==> src/rtl/polyphase_decimator_if.sv <==
// AXI-Stream style channel used for sample input, sample output and coefficient loading.
interface polyphase_decimator_if #(
    parameter int WIDTH = 16
);
    logic [WIDTH-1:0] tdata;
    logic             tvalid;
    logic             tlast;
    logic             tready;

    modport master (output tdata, output tvalid, output tlast, input tready);
    modport slave  (input tdata, input tvalid, input tlast, output tready);
endinterface

==> src/rtl/polyphase_decimator.sv <==
// Decimating FIR, one time-multiplexed MAC; POLYPHASE_DECIMATOR_SATURATE_EN clamps the output instead of wrapping.
// Latency: valid asserts NUMBER_TAPS+1 cycles after the RATE_CHANGE-th input is accepted.
// Backpressure: inputs are refused outside COLLECT; data_out_tready low only holds OUTPUT.
module polyphase_decimator #(
    parameter int NUMBER_TAPS       = 32,
    parameter int DATA_IN_WIDTH     = 16,
    parameter int DATA_OUT_WIDTH    = 16,
    parameter int COEFFICIENT_WIDTH = 16,
    parameter int RATE_CHANGE       = 8,
    parameter int OUTPUT_SHIFT      = 15
) (
    input  logic                  clock,
    input  logic                  reset,
    polyphase_decimator_if.slave  data_in,
    polyphase_decimator_if.master data_out,
    polyphase_decimator_if.slave  coefficients_in
);
    localparam int TAP_W   = $clog2(NUMBER_TAPS);
    localparam int PHASE_W = $clog2(RATE_CHANGE + 1);
    localparam int PROD_W  = DATA_IN_WIDTH + COEFFICIENT_WIDTH;
    localparam int ACC_W   = PROD_W + $clog2(NUMBER_TAPS);

    typedef enum logic [1:0] {COLLECT, FLUSH, MAC, OUTPUT} state_t;

    state_t                         r_state, w_state_next;
    logic [PHASE_W-1:0]             r_phase, w_phase_next;
    logic [TAP_W-1:0]               r_tap;
    logic [TAP_W-1:0]               r_coef_idx;
    logic                           r_frame_end;
    logic signed [DATA_IN_WIDTH-1:0]     r_delay [NUMBER_TAPS];
    logic signed [COEFFICIENT_WIDTH-1:0] r_coef  [NUMBER_TAPS];
    logic signed [ACC_W-1:0]        r_acc;
    logic signed [PROD_W-1:0]       w_product;
    logic signed [DATA_IN_WIDTH-1:0] w_shift_dat;
    logic [DATA_OUT_WIDTH-1:0]      w_out_dat;
    logic w_in_rdy, w_in_hs, w_coef_hs, w_out_vld, w_shift_in, w_clear_line;

    assign w_in_rdy  = (r_state == COLLECT) && !reset;
    assign w_in_hs   = w_in_rdy && data_in.tvalid;
    assign w_coef_hs = w_in_rdy && coefficients_in.tvalid;
    assign w_out_vld = (r_state == OUTPUT) && !reset;

    assign data_in.tready         = w_in_rdy;
    assign coefficients_in.tready = w_in_rdy;
    assign data_out.tvalid        = w_out_vld;
    assign data_out.tlast         = w_out_vld && r_frame_end;
    assign data_out.tdata         = w_out_vld ? w_out_dat : '0;

    assign w_product = r_coef[r_tap] * r_delay[r_tap];

`ifdef POLYPHASE_DECIMATOR_SATURATE_EN
    localparam logic signed [ACC_W-1:0] OUT_MAX =
        {{(ACC_W - DATA_OUT_WIDTH + 1){1'b0}}, {(DATA_OUT_WIDTH - 1){1'b1}}};
    localparam logic signed [ACC_W-1:0] OUT_MIN =
        {{(ACC_W - DATA_OUT_WIDTH + 1){1'b1}}, {(DATA_OUT_WIDTH - 1){1'b0}}};
    logic signed [ACC_W-1:0] w_shifted;

    assign w_shifted = r_acc >>> OUTPUT_SHIFT;

    always_comb begin
        w_out_dat = w_shifted[DATA_OUT_WIDTH-1:0];
        if (w_shifted > OUT_MAX) begin
            w_out_dat = OUT_MAX[DATA_OUT_WIDTH-1:0];
        end else if (w_shifted < OUT_MIN) begin
            w_out_dat = OUT_MIN[DATA_OUT_WIDTH-1:0];
        end
    end
`else
    assign w_out_dat = DATA_OUT_WIDTH'(r_acc >>> OUTPUT_SHIFT);
`endif

    always_comb begin
        w_state_next = r_state;
        w_phase_next = r_phase;
        w_shift_in   = 1'b0;
        w_shift_dat  = '0;
        w_clear_line = 1'b0;
        case (r_state)
            COLLECT: begin
                if (w_in_hs) begin
                    w_shift_in   = 1'b1;
                    w_shift_dat  = data_in.tdata;
                    w_phase_next = r_phase + PHASE_W'(1);
                    if (r_phase == PHASE_W'(RATE_CHANGE - 1)) begin
                        w_state_next = MAC;
                    end else if (data_in.tlast) begin
                        w_state_next = FLUSH;
                    end
                end
            end
            FLUSH: begin
                // Zero-pad a short frame up to a full decimation phase.
                w_shift_in   = 1'b1;
                w_phase_next = r_phase + PHASE_W'(1);
                if (r_phase == PHASE_W'(RATE_CHANGE - 1)) begin
                    w_state_next = MAC;
                end
            end
            MAC: begin
                if (r_tap == TAP_W'(NUMBER_TAPS - 1)) begin
                    w_state_next = OUTPUT;
                end
            end
            OUTPUT: begin
                if (data_out.tready) begin
                    w_state_next = COLLECT;
                    w_phase_next = '0;
                    w_clear_line = r_frame_end;
                end
            end
            default: w_state_next = COLLECT;
        endcase
    end

    always_ff @(posedge clock) begin
        if (reset) begin
            r_state     <= COLLECT;
            r_phase     <= '0;
            r_tap       <= '0;
            r_acc       <= '0;
            r_frame_end <= 1'b0;
            r_coef_idx  <= '0;
        end else begin
            r_state <= w_state_next;
            r_phase <= w_phase_next;
            if (w_clear_line) begin
                r_frame_end <= 1'b0;
            end else if (w_in_hs && data_in.tlast) begin
                r_frame_end <= 1'b1;
            end
            if (r_state == MAC) begin
                r_tap <= (r_tap == TAP_W'(NUMBER_TAPS - 1)) ? '0 : r_tap + TAP_W'(1);
                if (r_tap == '0) begin
                    r_acc <= {{(ACC_W - PROD_W){w_product[PROD_W-1]}}, w_product};
                end else begin
                    r_acc <= r_acc + {{(ACC_W - PROD_W){w_product[PROD_W-1]}}, w_product};
                end
            end else begin
                r_tap <= '0;
            end
            if (w_coef_hs) begin
                if (coefficients_in.tlast || r_coef_idx == TAP_W'(NUMBER_TAPS - 1)) begin
                    r_coef_idx <= '0;
                end else begin
                    r_coef_idx <= r_coef_idx + TAP_W'(1);
                end
            end
        end
    end

    // Coefficient storage deliberately survives reset.
    always_ff @(posedge clock) begin
        if (w_coef_hs) begin
            r_coef[r_coef_idx] <= coefficients_in.tdata;
        end
    end

    always_ff @(posedge clock) begin
        if (reset || w_clear_line) begin
            for (int i = 0; i < NUMBER_TAPS; i++) begin
                r_delay[i] <= '0;
            end
        end else if (w_shift_in) begin
            r_delay[0] <= w_shift_dat;
            for (int i = 1; i < NUMBER_TAPS; i++) begin
                r_delay[i] <= r_delay[i-1];
            end
        end
    end
endmodule

==> src/flat_wrapper.sv <==
// flat-port wrapper written by rule: the top's interface ports become plain ports
module polyphase_decimator_flat 
#(
    parameter int NUMBER_TAPS       = 32,
    parameter int DATA_IN_WIDTH     = 16,
    parameter int DATA_OUT_WIDTH    = 16,
    parameter int COEFFICIENT_WIDTH = 16,
    parameter int RATE_CHANGE       = 8,
    parameter int OUTPUT_SHIFT      = 15
)
  (clock, reset, data_in_tdata, data_in_tvalid, data_in_tlast, data_in_tready, data_out_tdata, data_out_tvalid, data_out_tlast, data_out_tready, coefficients_in_tdata, coefficients_in_tvalid, coefficients_in_tlast, coefficients_in_tready);
  polyphase_decimator_if #(.WIDTH((16))) data_in_i ();
  polyphase_decimator_if #(.WIDTH((16))) data_out_i ();
  polyphase_decimator_if #(.WIDTH((16))) coefficients_in_i ();
  input  logic clock;
  input  logic reset;
  input wire logic [$bits(data_in_i.tdata)-1:0] data_in_tdata;
  input wire logic [$bits(data_in_i.tvalid)-1:0] data_in_tvalid;
  input wire logic [$bits(data_in_i.tlast)-1:0] data_in_tlast;
  output wire logic [$bits(data_in_i.tready)-1:0] data_in_tready;
  output wire logic [$bits(data_out_i.tdata)-1:0] data_out_tdata;
  output wire logic [$bits(data_out_i.tvalid)-1:0] data_out_tvalid;
  output wire logic [$bits(data_out_i.tlast)-1:0] data_out_tlast;
  input wire logic [$bits(data_out_i.tready)-1:0] data_out_tready;
  input wire logic [$bits(coefficients_in_i.tdata)-1:0] coefficients_in_tdata;
  input wire logic [$bits(coefficients_in_i.tvalid)-1:0] coefficients_in_tvalid;
  input wire logic [$bits(coefficients_in_i.tlast)-1:0] coefficients_in_tlast;
  output wire logic [$bits(coefficients_in_i.tready)-1:0] coefficients_in_tready;
  assign data_in_i.tdata = data_in_tdata;
  assign data_in_i.tvalid = data_in_tvalid;
  assign data_in_i.tlast = data_in_tlast;
  assign data_in_tready = data_in_i.tready;
  assign data_out_tdata = data_out_i.tdata;
  assign data_out_tvalid = data_out_i.tvalid;
  assign data_out_tlast = data_out_i.tlast;
  assign data_out_i.tready = data_out_tready;
  assign coefficients_in_i.tdata = coefficients_in_tdata;
  assign coefficients_in_i.tvalid = coefficients_in_tvalid;
  assign coefficients_in_i.tlast = coefficients_in_tlast;
  assign coefficients_in_tready = coefficients_in_i.tready;
  polyphase_decimator #(.NUMBER_TAPS(NUMBER_TAPS), .DATA_IN_WIDTH(DATA_IN_WIDTH), .DATA_OUT_WIDTH(DATA_OUT_WIDTH), .COEFFICIENT_WIDTH(COEFFICIENT_WIDTH), .RATE_CHANGE(RATE_CHANGE), .OUTPUT_SHIFT(OUTPUT_SHIFT)) u_core (.clock(clock), .reset(reset), .data_in(data_in_i), .data_out(data_out_i), .coefficients_in(coefficients_in_i));
endmodule
==> config.mk <==
export PLATFORM = sky130hd
export DESIGN_NAME = polyphase_decimator_flat
export DESIGN_NICKNAME = d
export VERILOG_FILES = /design/src/rtl/polyphase_decimator_if.sv /design/src/rtl/polyphase_decimator.sv /design/src/flat_wrapper.sv
export SDC_FILE = /design/constraint.sdc
export NUM_CORES = 2
export LEC_CHECK = 0
export BUFFER_PORTS_ARGS = -buffer_cell sky130_fd_sc_hd__buf_2
export CAP_MARGIN = 10
export CELL_PAD_IN_SITES_DETAIL_PLACEMENT = 2
export CELL_PAD_IN_SITES_GLOBAL_PLACEMENT = 2
export CORE_MARGIN = 10
export CORE_UTILIZATION = 51
export DETAILED_ROUTE_END_ITERATION = 12
export GPL_TIMING_DRIVEN = 1
export PLACE_DENSITY = 0.95
export SYNTH_ARGS = -nofsm -noshare
export SYNTH_HDL_FRONTEND = slang
export SYNTH_SLANG_ARGS = --single-unit
export TNS_END_PERCENT = 20
==> constraint.sdc <==
create_clock -name clock -period 37.5 [get_ports clock]
set_input_delay 3.75 -clock clock [delete_from_list [all_inputs] [get_ports clock]]
set_output_delay 3.75 -clock clock [all_outputs]
set_load 0.01 [all_outputs]
# Word level (Yosys, flattened, before mapping)
# Memory sizes are Yosys's and may differ from the RTL's. A register that Yosys moved wholly into a read port is not among the register bits.
# Index checks and enable logic that the tools add are counted.
word_totals:
  rom_bits: 0
  ram_bits: 1024
  latchBits: 0
  elab_cells: 133
  regBits: 54
  inputBits: 39
  mem_count: 2
mem_list:
  columns: ["memory", "words", "word_bits", "read_ports", "rd_clocked_by_memory_dff", "wr", "line_no", "rtl"]
  rows:
  - ["u_core.r_coef", 32, 16, 1, 1, 1, "polyphase_decimator.sv:31", "logic signed [COEFFICIENT_WIDTH-1:0] r_coef [NUMBER_TAPS];"]
  - ["u_core.r_delay", 32, 16, 32, 1, 32, "polyphase_decimator.sv:30", "logic signed [DATA_IN_WIDTH-1:0] r_delay [NUMBER_TAPS];"]
op_classes:
  mux: 60
  addsub: 4
  reduce_logical: 16
  shifts: 0
  n_bitwise: 33
  multipliers: 1
  n_eq_ne: 11
  magnitude_cmp: 0
  n_div: 0
ops:
  columns: ["op", "n"]
  rows:
  - ["16-bit two-way mux", 35]
  - ["37-bit adder", 1]
  - ["37-bit two-way mux", 1]
  - ["16-bit by 16-bit multiplier with 32-bit output", 1]
  - ["1-bit bitwise OR", 32]
  - ["5-bit two-way mux", 3]
  - ["2-bit two-way mux", 6]
  - ["4-bit one-hot mux with 3 select lines", 1]
  - ["5-bit by 1-bit adder with 5-bit output (second input constant)", 2]
  - ["5-bit == test (second input constant)", 2]
  - ["1-bit two-way mux", 10]
  - ["4-bit two-way mux", 2]
  - ["2-bit one-hot mux with 4 select lines", 1]
  - ["1-bit logical AND", 6]
  - ["2-bit by 1-bit != test with 1-bit output (second input constant)", 3]
  - ["5-bit logical NOT", 1]
  - ["5-bit AND reduction", 1]
  - ["4-bit by 1-bit adder with 4-bit output (second input constant)", 1]
  - ["2-bit == test (second input constant)", 2]
  - ["4-bit by 3-bit == test with 1-bit output (second input constant)", 1]
  - ["3-bit != test (second input constant)", 1]
  - ["3-bit AND reduction", 1]
  - ["3-bit nonzero test", 1]
  - ["3-bit OR reduction", 1]
  - ["other kinds (8)", 9]

# Longest topological paths before layout
logic_depth:
  word_depth: 9
  depth_mapped: 46

# Least setup slack after synthesis
# No wires, ideal clock.
synth_path:
  path_kind: "input-to-reg"
  startpoint: "in data_out_tready"
  endpoint: "mem u_core.r_delay[0][0], enable pin"
  path_slack_ps: 21141
  required_ps: 33813
  path_buffers: 2
  arrival_time_ps: 12672
  cell_stages: 4
  cell_sequence: "a31oi_1 -> clkbuf_1 -> clkbuf_1 -> nand2_1"
synth_lines:
  columns: ["item", "line_no", "rtl"]
  rows:
  - ["start, declared", "flat_wrapper.sv:24", "input wire logic [$bits(data_out_i.tready)-1:0] data_out_tready;"]
  - ["end, declared", "polyphase_decimator.sv:30", null]

==> summary.md <==
| Metric | Value |
|---|---|
| Run status | `finished clean` |
| Clk root buf | `clkbuf_16` |
| Final setup viols | `0` |
| Mapped Area | `55730 um2` |
| Min Tclk post-route | `14300 ps` |
| Via Count | `35810` |
| Chip Height | `350.6 um` |
| Mux share of post-synthesis cell area | `13.53%` |
| Fin crit share | `38.13%` |
| Postcts setup bufs | `0` |
| DP Area | `57670 um2` |
| Vias per cell | `6.820` |
| Async SR Flop Fraction | `0%` |
| Worst Path Required | `38080 ps` |
| Post-synth EDFFs | `1024` |
| Netlist cell types | `69` |
| Syn_area_per_cell | `15.07 um2` |
| Std-Cell Core Area | `108700 um2` |
| Inserted Clock Buffers | `112` |
| Post-route worst setup slack | `23200 ps` |
| Slew HR | `17.85%` |
| Register Area | `31730 um2` |
| DR DRC count | `0` |
| First-pass GRT wire length | `307.5 mm` |
| Worst Skew | `63.35 ps` |
| DP Worst Slack | `23440 ps` |
| Initial DRC count | `5074` |
| Nature of the critical path startpoint | `flop` |
| Max-cap violations | `0` |
| DRT Pass-1 Iters | `5` |
| Area grow syn2layout | `10.26%` |
| FILL cells | `9393` |
| Share of cells above drive strength 1 | `17.58%` |
| Post-Syn Instances | `3699` |
| WS Path Type | `reg2reg` |
| Antenna-violating nets left | `0` |
| Vias in the first global route | `38550` |
| Port bufs | `58` |
| Sequential area share after synthesis | `56.90%` |
| Final nets | `4157` |
| Synth warn | `0` |
| Total Routing Usage GR | `35.38%` |
| CP max FO | `104` |
| Critical path arrival | `14880 ps` |
| Final TNS setup | `0 ps` |
| DIE WIDTH | `350.6 um` |
| CTS clk-pin slew, worst paths | `70 ps` |
| Main combinational cell family by area after synthesis | `multiplexers` |
| Crit end category | `flop` |
| Min-Delay Path Class | `reg2reg` |
| WP buf/inv | `7` |
| Synth Area in Adders | `12.06%` |
| Compound-Gate Fraction of Synth Area | `2.387%` |
| Commonest non-fill, non-tap cells in the layout | `edfxtp_1 (1024), and2_1 (534), inv_1 (338)` |
| Worst-Margin Slew | `1231 ps` |
| Design area | `61450 um2` |
| Grt total ovfl | `0` |
| Worst-Skew Late Latency | `750 ps` |
| Placement row count | `121` |
| Post-DP HPWL | `128.3 mm` |
| Die area | `122900 um2` |
| Placed cells | `5033` |
| RSZ-0062 raised after global routing | `false` |
| Pin count of the biggest net entering global routing | `204` |
| Total wire length | `216.4 mm` |
| Initial Utilization | `51.27%` |
| H-tree depth | `3` |
| Post-CTS Resized | `0` |
| Hold_buf cts | `0` |
| Maximum clock frequency | `0.06993 GHz` |
| Slowest Stage Delay on Critical Path | `950 ps` |
| Crit-path slowest cell | `buf_4` |
| Sink Count | `1072` |
| Crit-path most repeated cell | `fa_1` |
| Synth Flop Type | `edfxtp_1` |
| Area of the multi-input gates | `22180 um2` |
| CTS tree | `yes` |
| Initial antenna violation count | `9` |
| Commonest non-fill, non-tap cell in the layout | `edfxtp_1` |
| Final non-filler cell total | `5250` |
| Clock Path Buffers | `3` |
| Synth Area in XOR/XNOR | `1.037%` |
| Syn_nets | `4121` |
| Max-slew violations | `0` |
| Simple-Gate Fraction of Synth Area | `10.37%` |
| Delay-heaviest family, CP | `adder cells` |
| # IOs | `59` |
| DR WL/cell | `41.21 um` |
| Synthesized flop and latch total | `1072` |
| RD Place Congestion | `0.8252` |
| Endpoints failing hold | `0` |
## cells in the mapped netlist (all sizes together), types with 15 or more instances
cell,count,share of area (%)
xnor2,49,0.77
and2,534,6.0
nand3,15,0.13
clkbuf,124,0.84
nand2,159,1.1
o21ai,37,0.33
a311oi,15,0.24
nor3,20,0.18
dfxtp,48,1.7
fa,257,9.2
nor2b,18,0.20
nor2,250,1.7
ha,126,2.8
inv,338,2.3
mux4,313,13
edfxtp,1024,55
nand2b,46,0.52
a21oi,60,0.55
buf,66,0.61
a21o,20,0.27
xor2,17,0.27
mux2i,31,0.59
## worst reg2reg max path, delay by kind of cell (launching register included)
family,cells,cell delay [ps]
flops,1,740
compound gates,12,2470
fa+ha+maj,8,3850
mux,4,2550
buf+inv,7,3240
simple gates,6,1330
## final timing paths
kind	cells after the start	endpoint	slack, ps	startpoint
setup reg to reg	37	u_core.r_acc[30]	23200	u_core.r_tap[0]
hold / removal	2	u_core.r_acc[6]	490	u_core.r_acc[6]
hold reg to reg	2	u_core.r_acc[6]	490	u_core.r_acc[6]
setup / recovery	37	u_core.r_acc[30]	23200	u_core.r_tap[0]
## final cells by class
cell class	instances	area share [%]
clock inverter	71	1.265
sequential	1072	51.63
multi-input combinational	2099	36.10
timing repair buffer	112	1.226
antenna	3	0.01222
clock buffer	141	4.824
inverter	338	2.065
tap	1414	2.879
## registers in the layout, summed over array words and instances, names as in the netlist
| register | flops |
|---|---|
| u_core.r_acc | 31 |
| u_core.r_phase | 4 |
| u_core.r_frame_end | 1 |
| u_core.r_state | 2 |
| u_core.r_coef_idx | 5 |
| u_core.r_tap | 5 |
| u_core.r_coef | 512 |
| u_core.r_delay | 512 |
## per-layer routing
metal | global-route usage, % | wire [um] | up-vias | part of all wire (%)
met2 | 56.50 | 102400 | 2781 | 47
met4 | 19.50 | 14500 | 10 | 6.7
met5 | 0 | 70 | - | 0.032
met1 | 44.77 | 78130 | 18950 | 36
li1 | - | - | 13330 | -
met3 | 8.070 | 21220 | 742 | 9.8
## through the flow
step	hold WS [ps]	utilization (%)
after global routing	518.6	56.52
after detailed placement	486.7	53.05
after floorplan	457.4	-
after CTS	498.2	56.49
final	489.0	56.53
after global placement	474.0	53.05
## kinds of logic (layout without fill, tap and decap cells)
group	count (synthesis)	count (layout)
XOR/XNOR	66	66
flip-flops	1072	1072
adder cells (fa/ha/maj)	383	383
AND/OR/NAND/NOR	1088	1088
other	0	3
buffers and inverters	528	662
AO/OA/AOI/OAI	204	204
multiplexers	358	358
Power is left out: the tool's default activity adds up to more than one toggle a clock period on the data nets, which glitch-free logic cannot reach.
